<file path="config.mk">
export PLATFORM = sky130hd
export DESIGN_NAME = mskaes_share_loader
export DESIGN_NICKNAME = d
export VERILOG_FILES = /design/src/rtl/mskaes_share_loader.sv
export SDC_FILE = /design/constraint.sdc
export NUM_CORES = 1
export LEC_CHECK = 0
export BUFFER_PORTS_ARGS = -buffer_cell sky130_fd_sc_hd__buf_4
export CAP_MARGIN = 0
export CORE_AREA = 3 3 212 214
export CTS_BUF_LIST = sky130_fd_sc_hd__clkbuf_2
export CTS_CLUSTER_SIZE = 16
export DETAILED_ROUTE_END_ITERATION = 8
export DIE_AREA = 0 0 215 217
export HOLD_SLACK_MARGIN = 0.06
export PLACE_DENSITY = 0.78
export SYNTH_ARGS = -nofsm -noshare
export SYNTH_HDL_FRONTEND = slang
export SYNTH_SLANG_ARGS = --single-unit
</file>
<file path="constraint.sdc">
create_clock -name clk -period 3.4 [get_ports clk]
set_clock_uncertainty 0.1 [all_clocks]
set_input_delay 0.17 -clock clk [delete_from_list [all_inputs] [get_ports clk]]
set_output_delay 0.17 -clock clk [all_outputs]
set_load 0.05 [all_outputs]
</file>
<file path="src/rtl/mskaes_share_loader.sv">
// Input staging for the masked AES core: assembles a W-bit stream of shares into
// plaintext and key sharings, offers them on the core handshake, then wipes them.
module mskaes_share_loader #(
  parameter int d = 2,
  parameter int W = 32
) (
  input  logic               clk,
  input  logic               nrst,
  input  logic               clear,
  input  logic               in_valid,
  output logic               in_ready,
  input  logic [W-1:0]       in_data,
  input  logic               in_last,
  output logic [128*d-1:0]   sh_plaintext,
  output logic [128*d-1:0]   sh_key,
  output logic               core_valid_in,
  input  logic               core_ready,
  output logic               err
);

  localparam int N    = 256 * d / W;
  localparam int HALF = N / 2;
  localparam int CW   = (N > 1) ? $clog2(N) : 1;

  typedef enum logic [1:0] {
    ST_LOAD,
    ST_OFFER,
    ST_ERROR
  } state_t;

  state_t                state_q, state_d;
  logic [N-1:0][W-1:0]   data_q;
  logic [CW-1:0]         cnt_q;
  logic                  accept;
  logic                  last_word;
  logic                  wipe;
  logic                  write;

  assign accept    = in_valid && in_ready;
  assign last_word = (cnt_q == CW'(N - 1));

  always_comb begin
    // NOTE: every output of this block gets a default first, so no path can infer a latch.
    state_d = state_q;
    wipe    = 1'b0;
    write   = 1'b0;
    case (state_q)
      ST_LOAD: begin
        if (accept) begin
          if (in_last != last_word) begin
            state_d = ST_ERROR;
            wipe    = 1'b1;
          end else begin
            write = 1'b1;
            if (last_word) state_d = ST_OFFER;
          end
        end
      end
      ST_OFFER: begin
        if (core_ready) begin
          state_d = ST_LOAD;
          wipe    = 1'b1;
        end
      end
      ST_ERROR: ;
      default: begin
        state_d = ST_LOAD;
        wipe    = 1'b1;
      end
    endcase
    // Abort wins over any stream word; a coincident core handshake still completes.
    if (clear) begin
      state_d = ST_LOAD;
      wipe    = 1'b1;
      write   = 1'b0;
    end
  end

  always_ff @(posedge clk or negedge nrst) begin
    // NOTE: sequential state uses non-blocking assignments so all registers update together.
    if (!nrst) state_q <= ST_LOAD;
    else       state_q <= state_d;
  end

  always_ff @(posedge clk or negedge nrst) begin
    // NOTE: the share buffer is reset as well, so no secret share survives a reset.
    if (!nrst) begin
      data_q <= '0;
      cnt_q  <= '0;
    end else if (wipe) begin
      data_q <= '0;
      cnt_q  <= '0;
    end else if (write) begin
      data_q[cnt_q] <= in_data;
      cnt_q         <= last_word ? '0 : cnt_q + CW'(1);
    end
  end

  assign in_ready      = (state_q == ST_LOAD);
  assign core_valid_in = (state_q == ST_OFFER);
  assign err           = (state_q == ST_ERROR);

  // Partial loads are gated off so the core's muxes only ever see complete sharings.
  assign sh_plaintext = core_valid_in ? data_q[HALF-1:0] : '0;
  assign sh_key       = core_valid_in ? data_q[N-1:HALF] : '0;

endmodule
</file>
# Yosys cells after proc, flatten, opt, wreduce, memory -nomap -nowiden
# Index checks and enable logic that the tools add are counted.
# totals
regBits,518
latch_bits,0
ramBits,0
romBits,0
in_bits,38
out_inout_bits,515
wordCells,59
mem_count,0
# op_classes
addsub,1
multipliers,0
div_mod_pow,0
magnitude_cmp,2
eq_ne,8
n_shift,0
n_mux,25
n_bitwise,0
reduce_logical,5
# ops
op,n
$mux 512,2
$bwmux 512,1
$mux 256,2
$demux 32 s4,1
$mux 32,1
$mux 4,3
$mux 2,5
$mux 1,8
$ne 3x2->1 const B,2
$pmux 2 s3,1
$lt 4x5->1 const B,1
$add 4x1->4 const B,1
$eq 4x4->1 const B,1
$ge 4x1->1 const B,1
$ne 4x2->1 const B,1
$reduce_and 4->1,1
$pmux 1 s3,1
$eq 2x1->1 const B,1
$eq 2x2->1 const B,1
$logic_and 1x1->1,2
$logic_not 2->1,1
$ne 2x2->1 const B,1
$reduce_bool 2->1,1
$ne 1x1->1,1

# Depth between registers and ports, before layout
# logic_depth
word_depth,8
mapped_depth,9

# Worst setup path before layout
# Ideal clock, no wire load.
# synth_path
path_kind,flip-flop to flip-flop
startpoint,reg cnt_q[1]
endpoint,reg data_q[100] (netlist name)
arrival_ps,2336
t_required_ps,3234
slack_ps,898
stages_incl_launch_ff,9
path_buffers,1
path_cell_list,dfrtp_1 ha_1 nand3_1 ha_1 nor3b_4 nand3_1 nor3_1 clkbuf_1 a22o_1
# synth_via
elab_chain_cells,7
word_cells_on_any_way,19
cone_classes,order compare (2); eq/ne (2); mux (13); reduce/logical (2)
# synth_rtl
element,line,rtl
start: declaration,33,logic [CW-1:0] cnt_q;
start signal: assignment,95,cnt_q <= last_word ? '0 : cnt_q + CW'(1);
"$lt 4x5->1 (implied by the code), or another cell as far along",94,data_q[cnt_q] <= in_data;
$logic_and 1x1->1 (implied by the code) / $ne 1x1->1 (equally long branches),"94, 50",
$mux 32 (implied by the code) / $mux 1 (equally long branches),"94, 50",
$demux 32 s4 / $mux 1 (equally long branches),"94, 49",
"$bwmux 512, or another cell as far along",94,
$mux 512 / $mux 1 (equally long branches),"93, 72",
$mux 512 / $reduce_bool 2->1 (equally long branches),n/a,
end signal: indexed assignment,94,
end: declaration,32,logic [N-1:0][W-1:0] data_q;
# Parallel ways exist; a longest one is shown, timed or not. The select of a mux whose other input is x is not followed.
# A chain may end at the register's enable or synchronous reset.

# Worst setup path in the final report
# layout_path
startpoint,reg state_q[0]
endpoint,out sh_plaintext[255]
# layout_via
elab_chain_cells,2
# layout_rtl
element,line,rtl
start: declaration,31,"state_t state_q, state_d;"
start signal: assignment,82,else state_q <= state_d;
$eq 2x1->1,100,assign core_valid_in = (state_q == ST_OFFER);
$mux 256,104,assign sh_plaintext = core_valid_in ? data_q[HALF-1:0] : '0;
end: declaration,14,"output logic [128*d-1:0] sh_plaintext,"
# No other way between the ends.

==> run_results.csv <==
group,metric,value,unit
run_status,status,"complete, no violations",
sta,max_freq,312,MHz
critical_path,path_cells,"nor2b_4 > buf_12 > and2_1 > buf_4",
critical_path,worst-path-stages,4,
critical_path,crit_fanout,131,
detailed_routing,drtAntennaViolNets,0,
global_route,grt_pass1_wl,116000,µm
placed_design,gp_congestion,0.862,
critical_path,rrSetupSlack,0.22,ns
critical_path,cp_slowest_cell,"dfrtp_2",
detailed_routing,routed_wl,76900,µm
cts,clockRootBuffer,"clkbuf_2",
detailed_routing,vias_per_cell,5.95,
placed_design,hpwl,48900,µm
critical_path,startpoint,"state_q[0]",
global_route,grt_max_degree,132,
yosys,netlist_area,0.0224,mm²
yosys,synth_fp_nets,1912,
placed_design,portBuffers,552,
power,pwr-share-clk,0.379,
floorplanning,row_count,76,
cts,cts_tree,"done",
sta,finalHoldViolations,0,
layout,drive_above_1_share,0.330,
yosys,avgSynthCellArea,12.0,µm²
power,power_switching,3260,µW
detailed_routing,wl_per_cell,24.6,µm
sta,min_period,3.20,ns
cts,clock_latency,1.07,ns
sta,worst_pin_slew,1.15,ns
global_route,grt_antenna_before_repair,2,
layout,layout.nets,2497,
critical_path,cp.arrival,2.93,ns
floorplanning,dieHeight,217,µm
power,peakVddDrop,0.247,mV
sta,finalMaxSlewViolations,0,
min_path,hold_class,"in2async",
detailed_routing,drt_first_iter_violations,1675,
floorplanning,pin_count,553,
yosys,synth.distinct_cells,34,
power,p_sw_frac,0.287,
floorplanning,initial_core_util,0.520,
cts,htree_levels,4,
floorplanning,core_region_area,0.0431,mm²
critical_path,start_kind,"flip-flop",
global_route,overflow,0,
power,pwr_density_cell,394,mW/mm²
cts,cts.clk_slew.worst_paths,0.11,ns
detailed_routing,dr.pass1.iters,7,
critical_path,r2r_cells,6,
sta,fin_hold_ws,0.181,ns
yosys,yosys_most_used_dff,"dfrtp_1",
yosys,synth_edf_count,0,
critical_path,path_buf_inv,2,
detailed_routing,remaining_drc_errors,0,
yosys,synth_seq_cells,518,
yosys,yosysWarnings,0,
sta,finalSetupViolCount,0,
run,max_cap_violations,0,
critical_path,r2r_end,"data_q[166]",
layout,final_common_cell,"buf_4",
detailed_routing,vias,18600,
critical_path,path_class,"reg2out",
cts,clockBufferDepth,3,
floorplanning,die_w,215,µm
yosys,async_reset_ff_frac,1.00,
critical_path,cp-endpoint,"sh_plaintext[255]",
global_route,grt_pass1_vias,18800,
power,total_power,11400,µW
layout,final_cell_mix,"buf_4, and2_1, dfrtp_1",
critical_path,required,3.13,ns
power,p_int,8110,µW
power,combPwrFrac,0.076,
cts,cts.sink_count,518,
global_route,grt_usage,0.323,
yosys,synthCells,1869,
cts,cts_made_buffers,134,
sta,period_share,0.943,
layout,area_delta_synth_final,28.7,%
floorplanning,die_area,0.0467,mm²
sta,slew-limit-headroom,0.230,
power,seqPwrFrac,0.545,
power,p_leak,0.0152,µW
critical_path,cpPeakStageDelay,0.53,ns
critical_path,end_kind,"primary output",
yosys,yosysSeqAreaShare,0.578,
critical_path,crit_family,"simple AND/OR/NAND/NOR gates",
critical_path,reg2reg_from,"cnt_q[1]",
-- Yosys cell counts (3+ instances only) --
master	count	area (µm²)
buf_1	33	124
nor2b_1	10	62.6
buf_4	4	30.0
nor3_1	5	25.0
o21ai_2	7	61.3
buf_2	31	155
clkbuf_1	146	548
o21ai_4	6	97.6
nor2_1	10	37.5
a22o_1	512	4480
buf_6	19	214
ha_1	5	62.6
and3_1	6	37.5
dfrtp_1	518	13000
and2_1	522	3270
nand3_1	5	25.0
nand2_1	3	11.3
inv_1	5	18.8
nand2b_1	3	18.8
-- worst min-delay path by stage --
stage | end | slack (ns) | depth (start not counted)
3_5_place_dp | data_q[472] | 0.13 | 1
4_1_cts | data_q[260] | 0.08 | 4
5_1_grt | data_q[443] | 0.12 | 4
6_report | data_q[438] | 0.18 | 4
2_1_floorplan | cnt_q[0] | -0.23 | 0
3_3_place_gp | data_q[473] | 0.13 | 1
-- worst register-to-register path, cell delays in order (launching register included) --
cell	delay [ns]
dfrtp_1	0.45
ha_1	0.28
nand3_1	0.13
ha_1	0.36
a311o_2	0.57
o21ai_4	0.90
a22o_1	0.32
-- power groups by stage --
stage                     sequential (µW)  clock [µW]  combinational (µW)
after floorplan                      6310           0                 425
after global placement               6320           0                 751
after detailed placement             6320           0                 766
after CTS                            6200        4390                 858
after global routing                 6200        4730                 916
final                                6200        4310                 867
-- registers in the layout (all words and copies together) (netlist names) --
| signal | flops |
|---|---|
| data_q | 512 |
| cnt_q | 4 |
| state_q | 2 |
-- stage by stage --
stage                     cells  instance area, µm²  utilization  setup WS [ns]  TNS [ns]
after floorplan            1869               22400            -          0.898         0
after global placement     2821               26800        0.622          0.393         0
after detailed placement   2821               26800        0.622          0.282         0
after CTS                  3130               28800        0.669          0.118         0
after global routing       3133               28800        0.670       -0.00660  -0.00986
final                      3133               28800        0.670          0.195         0
-- cells by family after synthesis --
logic type | synth area share
DFF | 0.578
AOI/OAI and AO/OA | 0.211
adders and majority gates | 0.00279
buffers and inverters | 0.0486
and+or+nand+nor | 0.158
xor gates and xnor gates | 0.000782
-- timing repair --
| action | in CTS | in global routing |
|---|---|---|
| pin swaps | 0 | 1 |
| cloned | 1 | 0 |
| endpoints found under the setup margin | 368 | 3 |
| buffers inserted | 2 | 0 |
| hold buffers | 79 | 0 |
| endpoints found under the hold margin | 1036 | 0 |
| resized for setup | 3 | 1 |
-- final cells by class --
cell class,count,area [µm²]
Tap cell,585,732
Fill cell,3202,14200
Timing Repair Buffer,681,5470
Inverter,5,18.8
Multi-Input combinational cell,1114,8460
Clock inverter,47,295
Sequential cell,518,13000
Antenna cell,3,7.51
Clock buffer,180,901
-- routing by layer --
metal	track usage	wire, µm	vias up
li1	-	-	7802
met1	0.419	29600	9539
met2	0.516	36900	1071
met3	0.0716	6580	228
met4	0.161	3840	0
met5	0	0	-
Power figures use the tool's default switching activity.
